===== src/rtl/aes_plaintext_tx_serializer.sv =====
// Buffers 128-bit plaintext blocks from the AES decrypt core and streams each one
// out as 16 bytes on a valid/ready interface toward the UART transmitter.
module aes_plaintext_tx_serializer #(
    parameter int FIFO_DEPTH = 4,
    parameter bit MSB_FIRST  = 1'b1
) (
    input  logic                          clk,
    input  logic                          rst,
    input  logic                          blk_valid,
    input  logic [127:0]                  blk_data,
    output logic [7:0]                    tx_data,
    output logic                          tx_valid,
    input  logic                          tx_ready,
    output logic [$clog2(FIFO_DEPTH):0]   fifo_count,
    output logic                          busy,
    output logic                          overflow,
    input  logic                          overflow_clr
);

    localparam int PW = $clog2(FIFO_DEPTH);
    localparam int CW = PW + 1;
    localparam logic [CW-1:0] FULL_CNT = CW'(FIFO_DEPTH);

    typedef enum logic {
        IDLE,
        SEND
    } state_t;

    state_t          state_q, state_d;
    logic [PW-1:0]   wr_ptr_q, rd_ptr_q;
    logic [CW-1:0]   cnt_q;
    logic [3:0]      byte_cnt_q, byte_cnt_d;
    logic [127:0]    shift_q;
    logic            ovf_q;
    logic [127:0]    mem [FIFO_DEPTH];

    logic            full, wr_en, drop, hs, pop;

    function automatic logic [7:0] head_byte(input logic [127:0] s);
        return MSB_FIRST ? s[127:120] : s[7:0];
    endfunction

    function automatic logic [127:0] advance(input logic [127:0] s);
        return MSB_FIRST ? {s[119:0], 8'h00} : {8'h00, s[127:8]};
    endfunction

    // Block FIFO stage: fullness comes from the registered count, so a pop in
    // the same cycle never frees room for an incoming block.
    assign full  = (cnt_q == FULL_CNT);
    assign wr_en = blk_valid && !full;
    assign drop  = blk_valid && full;
    assign hs    = (state_q == SEND) && tx_ready;

    always_comb begin
        state_d    = state_q;
        byte_cnt_d = byte_cnt_q;
        pop        = 1'b0;
        case (state_q)
            IDLE: begin
                if (cnt_q != '0) begin
                    pop        = 1'b1;
                    byte_cnt_d = '0;
                    state_d    = SEND;
                end
            end
            SEND: begin
                if (tx_ready) begin
                    if (byte_cnt_q != 4'd15) begin
                        byte_cnt_d = byte_cnt_q + 4'd1;
                    end else if (cnt_q != '0) begin
                        pop        = 1'b1;
                        byte_cnt_d = '0;
                    end else begin
                        byte_cnt_d = '0;
                        state_d    = IDLE;
                    end
                end
            end
            default: state_d = IDLE;
        endcase
    end

    always_ff @(posedge clk) begin
        if (rst) begin
            state_q    <= IDLE;
            byte_cnt_q <= '0;
            wr_ptr_q   <= '0;
            rd_ptr_q   <= '0;
            cnt_q      <= '0;
            ovf_q      <= 1'b0;
        end else begin
            state_q    <= state_d;
            byte_cnt_q <= byte_cnt_d;
            if (wr_en) wr_ptr_q <= wr_ptr_q + PW'(1);
            if (pop)   rd_ptr_q <= rd_ptr_q + PW'(1);
            case ({wr_en, pop})
                2'b10:   cnt_q <= cnt_q + CW'(1);
                2'b01:   cnt_q <= cnt_q - CW'(1);
                default: cnt_q <= cnt_q;
            endcase
            if (drop)              ovf_q <= 1'b1;
            else if (overflow_clr) ovf_q <= 1'b0;
        end
    end

    // Serializer stage: storage and shifter carry no reset; the FSM gates them.
    always_ff @(posedge clk) begin
        if (wr_en) mem[wr_ptr_q] <= blk_data;
        if (pop)     shift_q <= mem[rd_ptr_q];
        else if (hs) shift_q <= advance(shift_q);
    end

    assign tx_valid   = (state_q == SEND);
    assign tx_data    = tx_valid ? head_byte(shift_q) : 8'h00;
    assign fifo_count = cnt_q;
    assign busy       = tx_valid || (cnt_q != '0);
    assign overflow   = ovf_q;

endmodule


===== config.mk =====
export PLATFORM = sky130hd
export DESIGN_NAME = aes_plaintext_tx_serializer
export DESIGN_NICKNAME = d
export VERILOG_FILES = /design/src/rtl/aes_plaintext_tx_serializer.sv
export SDC_FILE = /design/constraint.sdc
export NUM_CORES = 1
export LEC_CHECK = 0
export CAP_MARGIN = 20
export CORE_MARGIN = 3
export CORE_UTILIZATION = 53
export DETAILED_ROUTE_END_ITERATION = 8
export PLACE_DENSITY = 0.75
export SYNTH_ARGS = -nofsm -noshare
export SYNTH_HDL_FRONTEND = slang
export SYNTH_SLANG_ARGS = --single-unit

===== constraint.sdc =====
create_clock -name clk -period 4.5 [get_ports clk]
set_clock_uncertainty 0.1 [all_clocks]
set_input_delay 0.9 -clock clk [delete_from_list [all_inputs] [get_ports clk]]
set_output_delay 0.9 -clock clk [all_outputs]
set_load 0.01 [all_outputs]

Yosys cells after proc, flatten, opt, wreduce, memory -nomap -nowiden. Memories as Yosys holds them, arrays and structs flattened. A register that Yosys moved wholly into a read port is not among the register bits. Cells that the tools add are included.

Bits in registers: 141. Memory bits (writable): 512. Bits of input ports: 133. Output and inout port bits: 14. Logic and storage cells: 51. Memories kept: 1.

Add/subtract/negate cells: 5. Equality and inequality tests: 6. Multiplexer cells: 21. Bitwise gates (word level): 1. Reductions and logical operators: 10.

Memory list: mem (depth 4, width 128, read ports 1, clocked after memory_dff 1, wr ports 1, line 35) `logic [127:0] mem [FIFO_DEPTH];`.

Operator list (count): 128-bit two-way mux (2); 4-bit two-way mux (3); 1-bit two-way mux (9); 8-bit two-way mux (1); 4-bit one-hot mux with 2 select lines (1); 3-bit one-hot mux with 2 select lines (1); 2-bit nonzero test (3); 2-bit by 1-bit adder with 2-bit output (second input constant) (2); 4-bit by 1-bit adder with 4-bit output (second input constant) (1); 2-bit two-way mux (2); 2-bit inequality test (second input constant) (2); 4-bit inequality test (second input constant) (1); 1-bit one-hot mux with 2 select lines (2); 3-bit by 1-bit adder with 3-bit output (second input constant) (1); 3-bit == test (second input constant) (1); 1-bit logical AND (3); 3-bit nonzero test (1); 3-bit by 1-bit subtractor with 3-bit output (second input constant) (1); 2-bit by 1-bit == test with 1-bit output (second input constant) (1); 2-bit == test (second input constant) (1); 2-bit AND reduction (1); 1-bit zero test (1); 1-bit logical OR (1); 1-bit NOT (1).

Depth between registers and ports, before layout. Gate-level depths: netlist of the first run.

Depth in word-level cells: 7. Gate-level depth with buffers: 11.

Worst setup path after synthesis of the first run. OpenSTA, ideal clock, no wires.

Path kind: input to register. Start point: in blk_valid. End point: mem mem[3][0] (enable). Setup time: 0.503 ns. Data arrival time: 4.192 ns. Slack: -0.295 ns. Stages on the path: 2. Cell sequence: clkbuf_1 and3_1.

Word-level cells in the longest chain between the ends: 3.

Ends and longest elaborated chain: start: declaration (line 9) `input logic blk_valid,`; 1-bit logical AND (line 50) `assign wr_en = blk_valid && !full;`; 1-bit two-way mux (line 108) `if (wr_en) mem[wr_ptr_q] <= blk_data;`; 1-bit two-way mux (implied by the code) (line 108); end: declaration (line 35).

Every way passes these cells.

Worst setup path after layout of the first run.
Start point: reg state_q, in the netlist tx_valid. End point: out busy.

Word-level cells in the longest chain between the ends: 1.

Ends and longest elaborated chain: start: declaration (line 29) `state_t state_q, state_d;`; start signal: assignment (line 92) `state_q <= state_d;`; 1-bit logical OR (line 116) `assign busy = tx_valid || (cnt_q != '0);`; end: declaration (line 15) `output logic busy,`.

Every way passes these cells.

==> metrics.md, run 1 <==
| Metric | Value |
|---|---|
| Outcome | finished, final reports clean |
| Initial antenna violation count | 6 |
| RSZ-0062 raised after global routing | false |
| Worst EP arrival | 2160 ps |
| Max Fclk | 317 MHz |
| Synth warn | 0 |
| DR pass1 iterations | 5 |
| Starting Density | 54.4% |
| H-tree Lvls | 3 |
| Setup TNS | 0 ps |
| Primary FF master, synth | edfxtp_1 |
| Syn avg cell area | 24.2 um^2 |
| Vias post-DR | 10,700 |
| Worst Setup End Kind | output port |
| P_sw | 4.74 mW |
| Vias in the first global route | 11,300 |
| First-pass GRT wire length | 69,100 um |
| CORE AREA | 46,000 um^2 |
| Fillers | 2,958 |
| Syn Std Cell Area | 25,000 um^2 |
| Final-stage net count | 1,363 |
| Pwr dens | 641 nW/um^2 |
| Setup Viol. Count Final | 0 |
| Clock Sinks | 655 |
| Tcrit/Tclk final | 70.1% |
| GP Congestion | 0.669 |
| CP Class | reg2out |
| TritonCTS clock tree | yes |
| WP data required | 3500 ps |
| Design Power | 18.8 mW |
| Buffer depth of the longest clock path | 3 |
| Routed Antenna Nets | 0 |
| Mapped Cells | 1,033 |
| Syn_nets | 1,173 |
| Slowest CP cell | dfxtp_1 |
| Clock latency on the worst-skew pair | 580 ps |
| Int Pwr | 14.1 mW |
| Largest net degree at the start of global routing | 131 |
| Slew @ Worst Pin | 1030 ps |
| Min cycle time layout | 3160 ps |
| Flops & latches, synth | 655 |
| Num CTS Buffers | 67 |
| Root buf cell | clkbuf_16 |
| Net Sw Frac | 25.2% |
| Final wirelength | 44,900 um |
| Slowest stage delay, CP | 760 ps |
| Tot GR Track Use | 18.5% |
| CP Launch Type | register |
| Sequential group share of total power | 47.2% |
| WP buf/inv | 2 |
| Hold buffers post-CTS | 0 |
| Ys async rst share | 0% |
| Clk pwr share | 28.8% |
| Std cell rows | 78 |
| Wirelength per Cell | 24.0 um |
| Synthesis-to-layout area growth | 17.4% |
| Share of layout cells above drive strength 1 | 29.4% |
| Post-CTS Setup Inserts | 0 |
| FF+latch area | 19,500 um^2 |
| Peak supply drop | 0.877 mV |
| Die H | 223 um |
| Congestion Overflow GR | 0 |
| CTS-repair resized insts | 0 |
| Synth cell types | 38 |
| Multi-input gate area | 5100 um^2 |
| Drt drc | 0 |
| Vias per cell | 5.73 |
| Crit path cell chain | nor4_1, inv_1, clkdlybuf4s50_1 |
| Clk pin slew, worst setup/hold paths | 60 ps |
| Hold WC Path Type | reg2reg |
| Top cell family by delay on the critical path | flip-flops |
| Die ar. | 49,800 um^2 |
| Rel. slew slack | 31.3% |
| PortBufs | 146 |
| Max-slew violation count | 0 |
| DIE WIDTH | 223 um |
| Max-Cap Viols | 0 |
| Critical path fanouts, max | 17 |
| Top Ports | 147 |
| Number of hold violations in the final report | 0 |
| Post-synth EDFFs | 640 |
| Seq/Total Area, Yosys | 78.0% |
| Hpwl dp | 25,700 um |
| Pleak | 9.53 nW |
| Logic pwr share | 24.0% |
| 1st-iter DRT viols | 792 |
==> cells in the mapped netlist, types with 2 or more instances <==
| cell | n | area, um^2 |
|---|---|---|
| buf_1 | 2 | 7.51 |
| nand3_1 | 3 | 15.0 |
| buf_2 | 6 | 30.0 |
| a21oi_1 | 8 | 40.0 |
| mux2_4 | 80 | 1200 |
| nand2_1 | 2 | 7.51 |
| buf_6 | 16 | 180 |
| nor2_1 | 6 | 22.5 |
| ha_1 | 6 | 75.1 |
| mux2_2 | 44 | 495 |
| and2_1 | 18 | 113 |
| dfxtp_1 | 15 | 300 |
| o21ai_0 | 2 | 10.0 |
| clkbuf_1 | 14 | 52.6 |
| inv_1 | 8 | 30.0 |
| nand2b_1 | 2 | 12.5 |
| edfxtp_1 | 640 | 19200 |
| mux4_2 | 128 | 2880 |
| nand4_1 | 2 | 12.5 |
| buf_8 | 8 | 120 |
| a21o_1 | 2 | 15.0 |
| and3_1 | 4 | 25.0 |
| xor2_1 | 2 | 17.5 |
==> worst min-delay path, delay by kind of cell, from the launching register on <==
kind / cells / cell delay, ps
and+or+nand+nor: 1 / 80
AOI/OAI and AO/OA: 1 / 70
DFF: 1 / 320
==> metrics by stage <==
stage          hold WS (ps)  utilization, %  setup slack, ps  cell area [um^2]  std cells
2_1_floorplan           365               -             1180             25000       1033
5_1_grt                 452            63.9             1200             29400       1875
6_report                416            63.9             1340             29400       1875
3_5_place_dp            420            59.1             1000             27200       1754
4_1_cts                 429            63.9             1310             29400       1874
3_3_place_gp            372            59.1             1040             27200       1754
==> layout make-up <==
class / count / area share (%)
Tap cell: 600 / 2.56
Antenna cell: 1 / 0.00852
Sequential cell: 655 / 66.5
Clock inverter: 36 / 1.11
Clock buffer: 84 / 6.29
Timing Repair Buffer: 167 / 6.03
Multi-Input combinational cell: 324 / 17.4
Inverter: 8 / 0.102
==> layout by cell type (no fill, tap or decap), types with 2 or more instances in the layout <==
| cell | count |
|---|---|
| a21o_1 | 2 |
| a21oi_1 | 8 |
| and2_1 | 17 |
| and3_4 | 4 |
| buf_12 | 12 |
| buf_4 | 9 |
| bufinv_16 | 6 |
| clkbuf_1 | 11 |
| clkbuf_16 | 71 |
| clkbuf_8 | 2 |
| clkdlybuf4s50_1 | 146 |
| clkinv_1 | 16 |
| clkinv_2 | 9 |
| clkinvlp_4 | 2 |
| dfxtp_1 | 13 |
| dfxtp_4 | 2 |
| edfxtp_1 | 640 |
| ha_1 | 6 |
| inv_1 | 8 |
| inv_6 | 2 |
| mux2_2 | 44 |
| mux2_4 | 80 |
| mux4_2 | 128 |
| nand2_1 | 2 |
| nand2b_1 | 2 |
| nand3_1 | 3 |
| nand4_1 | 2 |
| nor2_1 | 6 |
| o21ai_0 | 2 |
| xor2_1 | 2 |
==> flip-flops by register name, summed over array words and instances (netlist names), named ones only <==
name        flops
byte_cnt_q      4
fifo_count      3
mem           512
overflow        1
rd_ptr_q        2
shift_q       128
tx_valid        1
wr_ptr_q        2
==> power by group through the flow <==
stage	Sequential (mW)	Clock [mW]	Combinational, mW
after floorplan	8.75	0	3.68
after global placement	9.01	0	4.47
after detailed placement	9.03	0	4.60
after CTS	8.91	5.55	4.61
after global routing	8.98	5.79	4.85
final	8.88	5.43	4.51
==> path summary, 6_finish.rpt <==
| path | to | slack [ps] | start | depth (start not counted) |
|---|---|---|---|---|
| max | busy | 1340 | tx_valid | 3 |
| min | overflow | 420 | overflow | 2 |
| max reg2reg | shift_q[18] | 1800 | byte_cnt_q[1] | 5 |
| min reg2reg | overflow | 420 | overflow | 2 |
==> cells by family (layout without fill, tap and decap cells) <==
logic type      count (synthesis)  count (layout)  share of synthesized area, %
other cells                     0               1                             0
xor+xnor                        2               2                        0.0700
simple gates                   45              45                          1.07
flops                         655             655                          78.0
fa+ha+maj                       7               7                         0.380
mux                           252             252                          18.3
buf+inv                        54             295                          1.68
compound gates                 18              18                         0.460
==> per-layer routing <==
metal  part of all wire (%)  routed length [um]  vias up  GRT usage (%)
li1                       -                   -     4709              -
met1                     41               18300     5663           25.1
met2                     52               23100      278           30.3
met3                    5.6                2500       82           4.53
met4                    2.2                 970        8           5.00
met5                   0.12                  55        -              0
Note: power is estimated with default switching activity, not from simulation.
==> inputs of run 2 (changes only) <==
==> constraint.sdc (replaced) <==
create_clock -name clk -period 2.6 [get_ports clk]
set_clock_uncertainty 0.1 [all_clocks]
set_input_delay 0.52 -clock clk [delete_from_list [all_inputs] [get_ports clk]]
set_output_delay 0.52 -clock clk [all_outputs]
set_load 0.01 [all_outputs]
==> run 2 against run 1 <==
  * Critical path type unchanged
  * Critical path depth down 1
  * Worst setup slack worse by 1200 ps
  * Largest cell class unchanged
  * Critical endpoint is now tx_data[2]
  * Core utilization up 0.76 points
  * Die area unchanged
  * Combinational power up 85%
  * Sequential power up 72%
==> metrics.md, run 2 (same netlist as run 1, synthesis figures left out) <==
| Metric | Value |
|---|---|
| Hpwl dp | 27,000 um |
| Wirelength per Cell | 23.8 um |
| Commonest non-fill, non-tap cells in the layout | edfxtp_1 (640), clkdlybuf4s50_1 (146), mux4_2 (128) |
| Hold WS | 387 ps |
| Vias in the first global route | 11,500 |
| P_sw | 8.21 mW |
| Root buf cell | clkbuf_16 |
| Starting Density | 54.4% |
| Met1 usage | 25.4% |
| Vias post-DR | 10,800 |
| WHS Path Cells | 2 |
| Min cycle time layout | 2490 ps |
| Top reg by flops | mem |
| CORE AREA | 46,000 um^2 |
| Die H | 223 um |
| Number of hold violations in the final report | 0 |
| Top Ports | 147 |
| Clock Sinks | 655 |
| Die ar. | 49,800 um^2 |
| Outcome | finished, final reports clean |
| WP data required | 1980 ps |
| Hold buffers post-CTS | 0 |
| Worst r2r dst | fifo_count[2] |
| DIE WIDTH | 223 um |
| Worst hold path startpoint | overflow |
| Num CTS Buffers | 61 |
| Std cell rows | 78 |
| Worst Setup End Kind | output port |
| PortBufs | 146 |
| Crit path cell chain | and2_1, clkdlybuf4s50_1 |
| Tot GR Track Use | 18.4% |
| Endpoint, Worst Hold | overflow |
| CP Launch Type | register |
| Net Sw Frac | 25.0% |
| TritonCTS clock tree | yes |
| Slowest stage delay, CP | 550 ps |
| Synthesis-to-layout area growth | 18.7% |
| Critical path fanouts, max | 17 |
| Clk pin slew, worst setup/hold paths | 60 ps |
| Grt met3 use | 3.57% |
| Share of layout cells above drive strength 1 | 30.8% |
| Sequential group share of total power | 46.6% |
| Max FFs per register | 512 |
| Setup TNS | 0 ps |
| Peak supply drop | 0.773 mV |
| Vias per cell | 5.70 |
| R2R setup slack | 140 ps |
| Top cell family by delay on the critical path | buffers and inverters |
| GP Congestion | 0.714 |
| Clock latency on the worst-skew pair | 610 ps |
| Congestion Overflow GR | 0 |
| Slowest CP cell | clkdlybuf4s50_1 |
| WP buf/inv | 1 |
| H-tree Lvls | 2 |
| First-pass GRT wire length | 69,900 um |
| Final wirelength | 45,000 um |
| Drt drc | 0 |
| Start of the worst register-to-register path | byte_cnt_q[0] |
| Max-slew violation count | 0 |
| Pwr dens | 1100 nW/um^2 |
| Max Fclk | 402 MHz |
| Hold WC Path Type | reg2reg |
| Max-Cap Viols | 0 |
| Tcrit/Tclk final | 95.7% |
| Slew @ Worst Pin | 502 ps |
| Busiest metal layer after global routing | met2 |
| Logic pwr share | 25.5% |
| Worst EP arrival | 1870 ps |
| Final-stage net count | 1,384 |
| Buffer depth of the longest clock path | 3 |
| Routed Antenna Nets | 0 |
| Clk pwr share | 27.9% |
| Met2 global-route usage | 30.7% |
| 1st-iter DRT viols | 877 |
| R2r worst-path depth | 9 |
| Pleak | 9.68 nW |
| Top Registers | mem (512), shift_q (128), byte_cnt_q (4) |
| Initial antenna violation count | 5 |
| Rel. slew slack | 66.5% |
| CP Class | reg2out |
| Int Pwr | 24.6 mW |
| Setup Viol. Count Final | 0 |
| Largest net degree at the start of global routing | 60 |
| Most common cell after layout, fill and taps aside | edfxtp_1 |
| DR pass1 iterations | 5 |
==> run 2: how the worst max path moves through the flow <==
stage	startpoint	endpoint	slack, ps	cells after the start
floorplan	fifo_count[0]	mem[0][0]	-390	3
global placement	tx_ready	fifo_count[2]	-170	9
detailed placement	tx_ready	fifo_count[2]	-240	9
CTS	fifo_count[2]	busy	7	3
global route	byte_cnt_q[0]	fifo_count[2]	-10	9
finish	tx_valid	tx_data[2]	110	2
==> run 2: through the flow <==
step / std cells / instance area [um^2] / power (mW) / util (%) / worst slack, ps
floorplan: 1033 / 25000 / 21.5 / - / -388
global placement: 1780 / 27600 / 23.7 / 60.0 / -173
detailed placement: 1780 / 27600 / 24.0 / 60.0 / -242
CTS: 1893 / 29700 / 33.2 / 64.6 / 7.07
global route: 1894 / 29700 / 34.2 / 64.6 / -12.9
finish: 1896 / 29700 / 32.8 / 64.6 / 112
==> run 2: metal layers <==
metal  vias to the layer above  part of all wire, %
li1                       4761                    -
met1                      5703                   41
met2                       263                   52
met3                        76                  5.3
met4                         6                  2.0
met5                         -                0.071
==> run 2: tightest hold or removal path: cells and delay by family (launching register included) <==
kind / cells / cell delay, ps
flops: 1 / 310
compound gates: 1 / 60
simple gates: 1 / 70
==> run 2: final cells by class <==
cell class / instances / area [um^2]
clock inverters: 40 / 467
diodes: 2 / 5.00
inverters: 8 / 30.0
multi-input cells: 324 / 5120
fillers: 2937 / 16300
clock buffers: 73 / 1610
well taps: 600 / 751
repair buffers: 194 / 2180
flip-flops and latches: 655 / 19500
==> run 2: what timing repair did <==
action,4_1_cts,5_1_grt
setup buffers,0,1
gates resized for setup,3,3
pin swaps,0,1
setup endpoints to repair,10,2
==> run 2: power by group through the flow <==
stage                     sequential, mW  clock [mW]  combinational, mW
final                               15.3        9.16               8.36
after global routing                15.5        9.79               8.98
after CTS                           15.3        9.37               8.53
after detailed placement            15.5           0               8.49
after global placement              15.4           0               8.31
after floorplan                     15.1           0               6.38
